<file path="src/rtl/btn_debounce_pulse_pkg.sv">
// Shared types and defaults for the pushbutton conditioner.
// State codes, 100 MHz timing defaults, counter width helper.
package btn_pkg;

  typedef logic [1:0] state_t;

  localparam logic [1:0] IDLE       = 2'd0;
  localparam logic [1:0] PRESS_WAIT = 2'd1;
  localparam logic [1:0] HELD       = 2'd2;
  localparam logic [1:0] REL_WAIT   = 2'd3;

  localparam int SYNC_STAGES_DEF   = 2;
  localparam int DEBOUNCE_DEF      = 500000;
  localparam int REPEAT_DELAY_DEF  = 50000000;
  localparam int REPEAT_PERIOD_DEF = 20000000;

  // Bits needed to hold values 0..n
  function automatic int CNT_W(input int n);
    return (n < 1) ? 1 : $clog2(n + 1);
  endfunction

  function automatic int MAX2(input int a, input int b);
    return (a > b) ? a : b;
  endfunction

endpackage

</file>
<file path="src/rtl/btn_debounce_pulse_sync_ff.sv">
// Multi-flop synchroniser for asynchronous pads.
// Reusable for buttons and switches alike.
module sync_ff #(
  parameter int STAGES = 2
) (
  input  logic clk,
  input  logic rst,
  input  logic d,
  output logic q
);

  logic [STAGES-1:0] chain_q;

  // Shift the pad value through the flop chain
  always_ff @(posedge clk) begin
    if (rst) begin
      chain_q <= '0;
    end else begin
      chain_q[0] <= d;
      for (int i = 1; i < STAGES; i++) begin
        chain_q[i] <= chain_q[i-1];
      end
    end
  end

  assign q = chain_q[STAGES-1];

endmodule

</file>
<file path="src/rtl/btn_debounce_pulse.sv">
// Pushbutton conditioner: sync, debounce, press/release pulses.
// Optional auto-repeat pulses while the button stays held.
module btn_debounce_pulse
  import btn_pkg::*;
#(
  parameter int SYNC_STAGES     = SYNC_STAGES_DEF,
  parameter int DEBOUNCE_CYCLES = DEBOUNCE_DEF,
  parameter int REPEAT_DELAY    = REPEAT_DELAY_DEF,
  parameter int REPEAT_PERIOD   = REPEAT_PERIOD_DEF
) (
  input  logic clk,
  input  logic rst,
  input  logic btn_raw,
  input  logic repeat_en,
  output logic btn_level,
  output logic btn_pulse,
  output logic btn_release
);

  localparam int DB_W  = CNT_W(DEBOUNCE_CYCLES);
  localparam int REP_W =
    CNT_W(MAX2(REPEAT_DELAY, REPEAT_PERIOD));

  localparam logic [DB_W-1:0] DB_ONE =
    DB_W'(1);
  localparam logic [DB_W-1:0] DB_LAST =
    DB_W'(DEBOUNCE_CYCLES - 1);
  localparam logic [REP_W-1:0] RD_LAST =
    REP_W'(REPEAT_DELAY - 1);
  localparam logic [REP_W-1:0] RP_LAST =
    REP_W'(REPEAT_PERIOD - 1);
  localparam logic [REP_W-1:0] REP_ONE =
    REP_W'(1);

  logic s;

  sync_ff #(
    .STAGES (SYNC_STAGES)
  ) u_sync (
    .clk (clk),
    .rst (rst),
    .d   (btn_raw),
    .q   (s)
  );

  state_t            state_q, state_d;
  logic [DB_W-1:0]   db_q,    db_d;
  logic [REP_W-1:0]  rep_q,   rep_d;
  logic              phase_q, phase_d;
  logic              level_q, level_d;
  logic              pulse_q, pulse_d;
  logic              rel_q,   rel_d;

  // Next-state: debounce counting, repeat timing, pulse requests
  always_comb begin
    state_d = state_q;
    db_d    = db_q;
    rep_d   = rep_q;
    phase_d = phase_q;
    level_d = level_q;
    pulse_d = 1'b0;
    rel_d   = 1'b0;
    unique case (state_q)
      IDLE: begin
        if (s) begin
          if (DEBOUNCE_CYCLES == 1) begin
            state_d = HELD;
            level_d = 1'b1;
            pulse_d = 1'b1;
            rep_d   = '0;
            db_d    = '0;
          end else begin
            state_d = PRESS_WAIT;
            db_d    = DB_ONE;
          end
        end
      end
      PRESS_WAIT: begin
        if (!s) begin
          state_d = IDLE;
          db_d    = '0;
        end else if (db_q == DB_LAST) begin
          state_d = HELD;
          level_d = 1'b1;
          pulse_d = 1'b1;
          rep_d   = '0;
          db_d    = '0;
        end else begin
          db_d = db_q + DB_ONE;
        end
      end
      HELD: begin
        if (!s) begin
          if (DEBOUNCE_CYCLES == 1) begin
            state_d = IDLE;
            level_d = 1'b0;
            rel_d   = 1'b1;
            phase_d = 1'b0;
            rep_d   = '0;
            db_d    = '0;
          end else begin
            state_d = REL_WAIT;
            db_d    = DB_ONE;
          end
        end else if (!repeat_en) begin
          rep_d   = '0;
          phase_d = 1'b0;
        end else if (!phase_q && rep_q == RD_LAST) begin
          pulse_d = 1'b1;
          rep_d   = '0;
          phase_d = 1'b1;
        end else if (phase_q && rep_q == RP_LAST) begin
          pulse_d = 1'b1;
          rep_d   = '0;
        end else begin
          rep_d = rep_q + REP_ONE;
        end
      end
      REL_WAIT: begin
        if (s) begin
          state_d = HELD;
          db_d    = '0;
        end else if (db_q == DB_LAST) begin
          state_d = IDLE;
          level_d = 1'b0;
          rel_d   = 1'b1;
          phase_d = 1'b0;
          rep_d   = '0;
          db_d    = '0;
        end else begin
          db_d = db_q + DB_ONE;
        end
      end
      default: begin
        state_d = IDLE;
        db_d    = '0;
        rep_d   = '0;
        phase_d = 1'b0;
        level_d = 1'b0;
      end
    endcase
  end

  // State, counters and registered outputs
  always_ff @(posedge clk) begin
    if (rst) begin
      state_q <= IDLE;
      db_q    <= '0;
      rep_q   <= '0;
      phase_q <= 1'b0;
      level_q <= 1'b0;
      pulse_q <= 1'b0;
      rel_q   <= 1'b0;
    end else begin
      state_q <= state_d;
      db_q    <= db_d;
      rep_q   <= rep_d;
      phase_q <= phase_d;
      level_q <= level_d;
      pulse_q <= pulse_d;
      rel_q   <= rel_d;
    end
  end

  assign btn_level   = level_q;
  assign btn_pulse   = pulse_q;
  assign btn_release = rel_q;

endmodule

</file>
<file path="config.mk">
export PLATFORM = sky130hd
export DESIGN_NAME = btn_debounce_pulse
export DESIGN_NICKNAME = d
export VERILOG_FILES = /design/src/rtl/btn_debounce_pulse_pkg.sv /design/src/rtl/btn_debounce_pulse_sync_ff.sv /design/src/rtl/btn_debounce_pulse.sv
export SDC_FILE = /design/constraint.sdc
export NUM_CORES = 1
export LEC_CHECK = 0
export ABC_AREA = 1
export CELL_PAD_IN_SITES_DETAIL_PLACEMENT = 0
export CELL_PAD_IN_SITES_GLOBAL_PLACEMENT = 1
export CORE_AREA = 2 2 93 95
export DETAILED_ROUTE_END_ITERATION = 8
export DIE_AREA = 0 0 95 97
export PLACE_DENSITY_LB_ADDON = 0.08
export SLEW_MARGIN = 15
export SYNTH_ARGS = -nofsm -noshare
export SYNTH_HDL_FRONTEND = slang
export SYNTH_SLANG_ARGS = --single-unit
</file>
<file path="constraint.sdc">
create_clock -name clk -period 2.4 [get_ports clk]
set_input_delay 0.48 -clock clk [delete_from_list [all_inputs] [get_ports clk]]
set_output_delay 0.48 -clock clk [all_outputs]
set_load 0.02 [all_outputs]
</file>
==> reports/qor.txt <==
status: complete, no violations
Die Area: 0.00922 mm2
ANT cells: 0
EDFF count, synth: 0
Post-Synth Simple-Gate Area: 46.3%
row cnt: 33
vias after detailed routing: 3737
Cell Count, Final, Fillers Out: 713
Setup CP Type: reg -> reg
largest net degree at the start of global routing: 21
ranking of synthesized cells by area: dfxtp_1 (30%), nand2_1 (17%), nor2_1 (11%)
die width: 95 um
Initial Util: 43.5%
Worst-path clk slew: 0.10 ns
placed cell areas: 0.00373 mm2
Final Cell Area: 0.00387 mm2
CP Launch Type: flop
Adder-Cell Fraction of Synth Area: 2.48%
worst hold path class: reg -> reg
Syn-to-layout area delta: 9.52%
Syn Inst Count: 593
final hold vios: 0
worst setup slack after layout: 0.249 ns
final hold slack: 0.404 ns
DRC errors left: 0
vias per inst: 5.24
synth unique cells: 36
core area: 0.00813 mm2
WL per Instance: 14.1 um
Pwr Density: 433 mW/mm2
Syn Std Cell Area: 0.00353 mm2
DP HPWL: 7.73 mm
Seq/Total Area, Yosys: 30.0%
Worst Tran Pin Value: 0.686 ns
DP Cell Count: 702
Sum Neg Setup Slack: 0 ns
chip height: 97 um
global-route wire length before repair: 16.7 mm
port bufs: 6
CTS buffer count: 5
max-cap viol count: 0
Final setup viols: 0
H-tree levels: 2
CP max FO: 7
Post-DRT Antenna Nets: 0
max frequency: 465 MHz
mux share of post-synthesis cell area: 0%
Yosys top cell area share: 30.0%
drt first-iter violations: 258
syn_nets: 604
CTS hold repair buffers: 0
compound-gate portion of the synthesized area: 10.6%
ys async rst share: 0%
Pleak: 1.48 nW
Skew-Pair Late Insertion Delay: 0.31 ns
pre-CTS setup slack: 0.235 ns
Syn Area/Cell: 5.96 um2
cell with the most instances after synthesis: nand2_1
Final Skew: 0.00860 ns
Top FF cell, synth: dfxtp_1
CP endpoint kind: flop
initial antenna violation count: 0
GR Overflow Total: 0
Placer Congestion: 0.923
largest family of logic cells by synthesized area: simple AND/OR/NAND/NOR gates
Yosys Warn Count: 0
ratio of cells with drive above 1 in the final layout: 8.06%
NumNets Final: 618
Synth Register Bits: 53
Period minus WS final: 2.15 ns
final worst path period share: 89.6%
CTS tree: yes
Synth Area in XOR/XNOR: 0.496%
Max-slew headroom: 53.9%
largest area contributor in the netlist: dfxtp_1
IO Pins: 7
first-pass iteration count of the detailed router: 6
worst path arrival time: 2.36 ns
clk root buf: clkbuf_8
Slew Limit Fails: 0
drt total wl: 10.1 mm
synth cell count leaders: nand2_1 (158), nor2_1 (108), inv_1 (78)
TritonCTS Sinks: 53
Max IR drop VDD: 0.000214 V
Clock Tree Buf Depth: 2
Worst EP required: 2.60 ns
RSZ-0062 raised after global routing: false
All-Layer GR Usage: 22.7%
vias in the first global route: 3329
## per-stage QoR
stage / util (%) / power [mW]
6_report: 47.6 / 1.67
5_1_grt: 47.6 / 1.75
4_1_cts: 47.3 / 1.70
3_5_place_dp: 45.9 / 1.05
3_3_place_gp: 45.9 / 1.05
2_1_floorplan: - / 1.00
## logic make-up after synthesis
| group | Yosys count |
|---|---|
| XOR/XNOR | 2 |
| adder cells (fa/ha/maj) | 7 |
| AO/OA/AOI/OAI | 66 |
| flip-flops | 53 |
| buffers and inverters | 91 |
| AND/OR/NAND/NOR | 374 |
## final cells by class
class | count | area (um2)
multi-input cells | 449 | 2120
flip-flops and latches | 53 | 1060
repair buffers | 17 | 143
inverters | 81 | 304
clock buffers | 7 | 86.3
well taps | 105 | 131
clock inverters | 1 | 30.0
fillers | 871 | 4260
## worst paths after layout
kind / start / to / slack [ns] / depth (start not counted)
worst max register to register: db_q[0] / db_q[18] / 0.25 / 8
worst max-delay path: db_q[0] / db_q[18] / 0.25 / 8
worst min-delay path: u_sync.chain_q[0] / u_sync.chain_q[1] / 0.40 / 2
worst min register to register: u_sync.chain_q[0] / u_sync.chain_q[1] / 0.40 / 2
## worst max-delay path, stage by stage (launching register included)
cell     delay [ns]
dfxtp_1        0.43
ha_1           0.24
nand3_2        0.12
nor2_4         0.25
nand2_1        0.17
nor4_1         0.55
nand3_1        0.13
nand2_1        0.10
a21oi_1        0.06
## flip-flops by register name (all words and copies together), names as in the netlist, named ones only
| name | count |
|---|---|
| db_q | 19 |
| btn_level | 1 |
| state_q | 1 |
| btn_release | 1 |
| btn_pulse | 1 |
| phase_q | 1 |
| rep_q | 26 |
| u_sync.chain_q | 2 |
## layout by cell type (no fill, tap or decap), types with 8 or more instances in the layout
| cell | synthesis | final |
|---|---|---|
| nand4_1 | 15 | 15 |
| nand2_1 | 158 | 158 |
| nor2_2 | 8 | 8 |
| a21oi_1 | 34 | 34 |
| nand3_1 | 54 | 54 |
| inv_1 | 78 | 78 |
| buf_4 | 2 | 11 |
| dfxtp_1 | 53 | 53 |
| o21ai_0 | 16 | 16 |
| nor2_1 | 108 | 108 |
| nor3_1 | 12 | 12 |
## report_power, final
part,total (mW),switching (mW),internal [mW]
sequential,0.897,0.0110,0.886
combinational,0.127,0.0892,0.0382
clock,0.650,0.309,0.341
## repair_timing
| action | 4_1_cts | 5_1_grt |
|---|---|---|
| resized for setup | 0 | 0 |
| setup endpoints to repair | 0 | 14 |
| setup buffers | 0 | 3 |
## routing by layer
| metal | part of all wire (%) | wire (um) | vias to the layer above | global-route usage, % |
|---|---|---|---|---|
| li1 | - | - | 1911 | - |
| met2 | 38 | 3840 | 134 | 30.1 |
| met1 | 53 | 5360 | 1684 | 37.9 |
| met3 | 7.5 | 758 | 8 | 3.58 |
| met5 | 0 | 0 | - | 0 |
| met4 | 0.93 | 93 | 0 | 4.01 |
Note: power is estimated with default switching activity, not from simulation.
